===== src/rtl/uart_tx_wrapper.sv =====
// UART transmitter for 32-bit words: sends data_in as four 8N1 bytes, low byte first,
// counting completed bytes on byte_address and pulsing done when the word is finished.
module uart_tx_wrapper #(
    parameter int unsigned CLKS_PER_BIT = 434
) (
    input  logic        clk,
    input  logic        reset_n,
    input  logic        data_valid,
    input  logic [31:0] data_in,
    output logic        ready,
    output logic        io_tx,
    output logic        done,
    output logic [31:0] byte_address
);

    typedef enum logic [1:0] {IDLE, START, DATA, STOP} state_t;

    localparam logic [15:0] BAUD_MAX = 16'(CLKS_PER_BIT - 1);

    state_t      state_q, state_d;
    logic [31:0] word_q, word_d;
    logic [15:0] baud_q, baud_d;
    logic [2:0]  bit_q, bit_d;
    logic [1:0]  byte_q, byte_d;
    logic        tx_q, tx_d;
    logic        ready_q, ready_d;
    logic        done_q, done_d;
    logic [31:0] addr_q, addr_d;
    logic        baud_end;

    assign baud_end = (baud_q == BAUD_MAX);

    // The word is shifted right once per data bit, so word_q[0] is always the next
    // bit to send and the byte order falls out of the shift without a byte index.
    always_comb begin
        state_d = state_q;
        word_d  = word_q;
        baud_d  = baud_q;
        bit_d   = bit_q;
        byte_d  = byte_q;
        tx_d    = tx_q;
        ready_d = ready_q;
        done_d  = 1'b0;
        addr_d  = addr_q;
        case (state_q)
            IDLE: begin
                if (data_valid && ready_q) begin
                    word_d  = data_in;
                    state_d = START;
                    tx_d    = 1'b0;
                    ready_d = 1'b0;
                    baud_d  = '0;
                    bit_d   = '0;
                    byte_d  = '0;
                end
            end
            START: begin
                if (baud_end) begin
                    baud_d  = '0;
                    bit_d   = '0;
                    state_d = DATA;
                    tx_d    = word_q[0];
                end else begin
                    baud_d = baud_q + 16'd1;
                end
            end
            DATA: begin
                if (baud_end) begin
                    baud_d = '0;
                    word_d = word_q >> 1;
                    if (bit_q == 3'd7) begin
                        state_d = STOP;
                        tx_d    = 1'b1;
                    end else begin
                        bit_d = bit_q + 3'd1;
                        tx_d  = word_q[1];
                    end
                end else begin
                    baud_d = baud_q + 16'd1;
                end
            end
            STOP: begin
                if (baud_end) begin
                    baud_d = '0;
                    addr_d = addr_q + 32'd1;
                    byte_d = byte_q + 2'd1;
                    if (byte_q == 2'd3) begin
                        state_d = IDLE;
                        ready_d = 1'b1;
                        done_d  = 1'b1;
                    end else begin
                        state_d = START;
                        tx_d    = 1'b0;
                    end
                end else begin
                    baud_d = baud_q + 16'd1;
                end
            end
            default: state_d = IDLE;
        endcase
    end

    always_ff @(posedge clk or negedge reset_n) begin
        if (!reset_n) begin
            state_q <= IDLE;
            word_q  <= '0;
            baud_q  <= '0;
            bit_q   <= '0;
            byte_q  <= '0;
            tx_q    <= 1'b1;
            ready_q <= 1'b1;
            done_q  <= 1'b0;
            addr_q  <= '0;
        end else begin
            state_q <= state_d;
            word_q  <= word_d;
            baud_q  <= baud_d;
            bit_q   <= bit_d;
            byte_q  <= byte_d;
            tx_q    <= tx_d;
            ready_q <= ready_d;
            done_q  <= done_d;
            addr_q  <= addr_d;
        end
    end

    assign ready        = ready_q;
    assign io_tx        = tx_q;
    assign done         = done_q;
    assign byte_address = addr_q;

endmodule


===== config.mk =====
export PLATFORM = sky130hd
export DESIGN_NAME = uart_tx_wrapper
export DESIGN_NICKNAME = d
export VERILOG_FILES = /design/src/rtl/uart_tx_wrapper.sv
export SDC_FILE = /design/constraint.sdc
export NUM_CORES = 1
export LEC_CHECK = 0
export ABC_CLOCK_PERIOD_IN_PS = 3300
export BUFFER_PORTS_ARGS = -buffer_cell sky130_fd_sc_hd__buf_4
export CAP_MARGIN = 10
export CORE_UTILIZATION = 45
export DETAILED_ROUTE_END_ITERATION = 8
export PLACE_DENSITY_LB_ADDON = 0.12
export SLEW_MARGIN = 20
export SYNTH_ARGS = -nofsm -noshare
export SYNTH_HDL_FRONTEND = slang
export SYNTH_SLANG_ARGS = --single-unit

===== constraint.sdc =====
create_clock -name clk -period 3.3 [get_ports clk]
set_input_delay 0.33 -clock clk [delete_from_list [all_inputs] [get_ports clk]]
set_output_delay 0.33 -clock clk [all_outputs]
set_load 0.1 [all_outputs]

==> summary.md <==
| Metric | Value |
|---|---|
| Post-synthesis async set-or-reset flop share | 100% |
| Number of global-route vias before repair | 3358 |
| Worst vdd rail ir drop | 248 uV |
| Gr usage total | 20.1% |
| CTS sink count | 90 |
| Post-synth top area share | 49.9% |
| Worst path max stage delay | 0.53 ns |
| Synthesis-stage register bit count | 90 |
| Pre-antenna DRT Iters | 4 |
| Outcome | finished with violations |
| RSZ-0062 raised after global routing | false |
| Worst-path cell chain | inv_1, ha_1, or3b_2, or4_4, nor3_4, and4_4, xor2_2 |
| Nets | 558 |
| Reg2Reg Depth | 7 |
| Largest net degree at the start of global routing | 91 |
| Netlist cell types | 49 |
| Layout cells sized above 1 | 21.7% |
| Sequential fraction of the synthesis area | 51.1% |
| Initial Util | 47.1% |
| First-pass GRT wire length | 16.1 mm |
| FF-to-FF Start | baud_q[1] |
| Crit path DAT | 2.94 ns |
| CTS Buf Count | 9 |
| Core Box Area | 0.00937 mm2 |
| Largest cells by area after synthesis | dfrtp_1 (50%), xnor2_1 (5.4%), o22ai_1 (4.5%), a21oi_1 (4.2%), inv_1 (3.3%) |
| Number of H-tree levels | 3 |
| Int Power | 1680 uW |
| I/O Buffers | 69 |
| DIE AREA | 0.0102 mm2 |
| Avg WL per Cell | 14.7 um |
| Critical path launch point type | register |
| Post-CTS Setup Bufs | 0 |
| Area leader, netlist | dfrtp_1 |
| Max_cap viols | 0 |
| CP required | 3.60 ns |
| Clk_skew | 0.0172 ns |
| Setup violators final | 0 |
| Grt ovf | 0 |
| Fillers | 875 |
| Hold crit path type | input pin to asynchronous set/reset pin |
| CP endpoint kind | register |
| Remaining routing DRC violations | 0 |
| DRT iter0 DRCs | 130 |
| Fin. Hold Viols | 25 |
| EDFF count, synth | 0 |
| R2R Setup Slk | 0.66 ns |
| Failing checks | hold timing |
| Standard-cell row count | 35 |
| Clock power share | 45.3% |
| Synthesized area | 0.00441 mm2 |
| Slowest-stage cell, CP | or4_4 |
| Combinational power share | 2.6% |
| Syn Nets | 491 |
| Reg clk slew, reported paths | 0.09 ns |
| Die height | 101 um |
| Slew at the pin with the worst max-slew slack | 0.910 ns |
| Pwr/cell area | 397 mW/mm2 |
| I/O pin cnt | 70 |
| Final period utilization | 80.1% |
| Tmin final | 2.64 ns |
| Post-route ant nets | 0 |
| Slew HR | 39.1% |
| Total number of yosys warnings | 0 |
| Syn_area_per_cell | 9.92 um2 |
| Post-DR vias/cell | 5.44 |
| PostCTS Resize Cnt | 0 |
| Layout Utilization | 56.9% |
| Area Overhead vs Synth | 20.9% |
| Final wirelength | 9.51 mm |
| Vias | 3513 |
| Root Driver | clkbuf_8 |
| Fmax | 0.378 GHz |
| Net Sw Frac | 20.6% |
| Slew Viols, Final | 0 |
| Worst hold slack | -0.0273 ns |
| Leak | 0.00258 uW |
| Post-Syn Instances | 445 |
| Final setup TNS | 0 ns |
| Clock Latency Late Sink | 0.37 ns |
| Clk buf depth | 2 |
| WP buf/inv | 1 |
| Total power | 2120 uW |
| Net switching power | 437 uW |
| Final GP Congestion | 0.776 |
| Commonest cells in the netlist | dfrtp_1 (88), inv_1 (39), a21oi_1 (37), nand2_1 (33), o22ai_1 (32) |
| CP Max Fanout | 10 |
| Antenna diodes | 0 |
| Cts-stage hold buffer count | 0 |
| Hpwl dp | 6.27 mm |
| Die Span X | 101 um |
| Initial antenna violation count | 0 |
| Reg2reg end | byte_address[7] |
| CTS tree | built |
| Flop pwr share | 52.1% |
| Top FF cell, synth | dfrtp_1 |
| Kind of cell adding the most delay to the critical path | simple AND/OR/NAND/NOR gates |
| WS Path Type | register to register |
| Leading cell type by number of instances after synthesis | dfrtp_1 |
==> flip-flops by register name, summed over array words and instances (netlist names) <==
signal,cells
bit_q,3
done,1
byte_q,2
baud_q,16
io_tx,1
word_q,32
byte_address,32
state_q,2
ready,1
==> per-layer routing <==
metal  global-route usage [%]  routed length, um  vias to the layer above
li1                         -                  -                     1719
met1                     28.3               4750                     1719
met2                     31.0               4270                       64
met3                     4.02                350                       11
met4                     7.02                132                        0
met5                        0                  0                        -
==> per-stage QoR <==
| stage | cells | instance area, um2 | setup slack, ns | hold slack [ns] |
|---|---|---|---|---|
| 6_report | 646 | 5340 | 0.655 | -0.0273 |
| 4_1_cts | 646 | 5330 | 0.678 | 0.0143 |
| 5_1_grt | 646 | 5340 | 0.446 | 0.0280 |
| 2_1_floorplan | 445 | 4410 | 0.810 | 0.0344 |
| 3_3_place_gp | 630 | 5070 | 0.682 | 0.416 |
| 3_5_place_dp | 630 | 5070 | 0.674 | 0.415 |
==> layout by cell type, fill, tap and decap left out, types with 3 or more instances in the layout <==
master and instances:
and4_1 4, mux2_2 3, nand4_1 15, nor2_1 16, ha_1 11, a22o_1 5
buf_4 76, a21oi_1 37, dfrtp_1 88, nand2_1 33, and3_1 13, inv_1 39
clkbuf_8 11, nor3_1 4, o22ai_1 32, a31oi_1 8, nand3_1 22, xnor2_1 27
o21ai_0 27, bufinv_16 3, xor2_1 4
==> worst max path at each step <==
stage	endpoint	start	depth (start not counted)
4_1_cts	byte_address[7]	baud_q[1]	7
6_report	byte_address[7]	baud_q[1]	7
5_1_grt	word_q[30]	baud_q[1]	8
2_1_floorplan	bit_q[0]	baud_q[1]	8
3_3_place_gp	state_q[1]	baud_q[1]	7
3_5_place_dp	byte_address[7]	baud_q[1]	7
==> power by group through the flow <==
stage                     logic (uW)  registers (uW)  clock network [uW]
after global routing            62.9            1100                1020
after floorplan                0.269            1120                   0
final                           55.1            1100                 959
after CTS                       57.5            1100                 977
after detailed placement        57.2            1120                   0
after global placement          57.5            1120                   0
==> layout make-up <==
type / count / area [um2] / area share (%)
Tap cell: 129 / 161 / 3.03
Timing Repair Buffer: 77 / 591 / 11.1
Multi-Input combinational cell: 295 / 1920 / 36.0
Clock buffer: 11 / 151 / 2.84
Inverter: 39 / 146 / 2.74
Clock inverter: 5 / 109 / 2.04
Sequential cell: 90 / 2250 / 42.3
==> logic make-up (layout without fill, tap and decap cells) <==
group | count (synthesis) | after routing | synth area share, %
AOI/OAI and AO/OA | 117 | 117 | 15.4
xor gates and xnor gates | 32 | 32 | 6.52
adders and majority gates | 11 | 11 | 3.12
buffers and inverters | 60 | 132 | 5.56
DFF | 90 | 90 | 51.1
muxes | 4 | 4 | 1.11
and+or+nand+nor | 131 | 131 | 17.2
No activity file was read; power rests on OpenSTA's default activity.
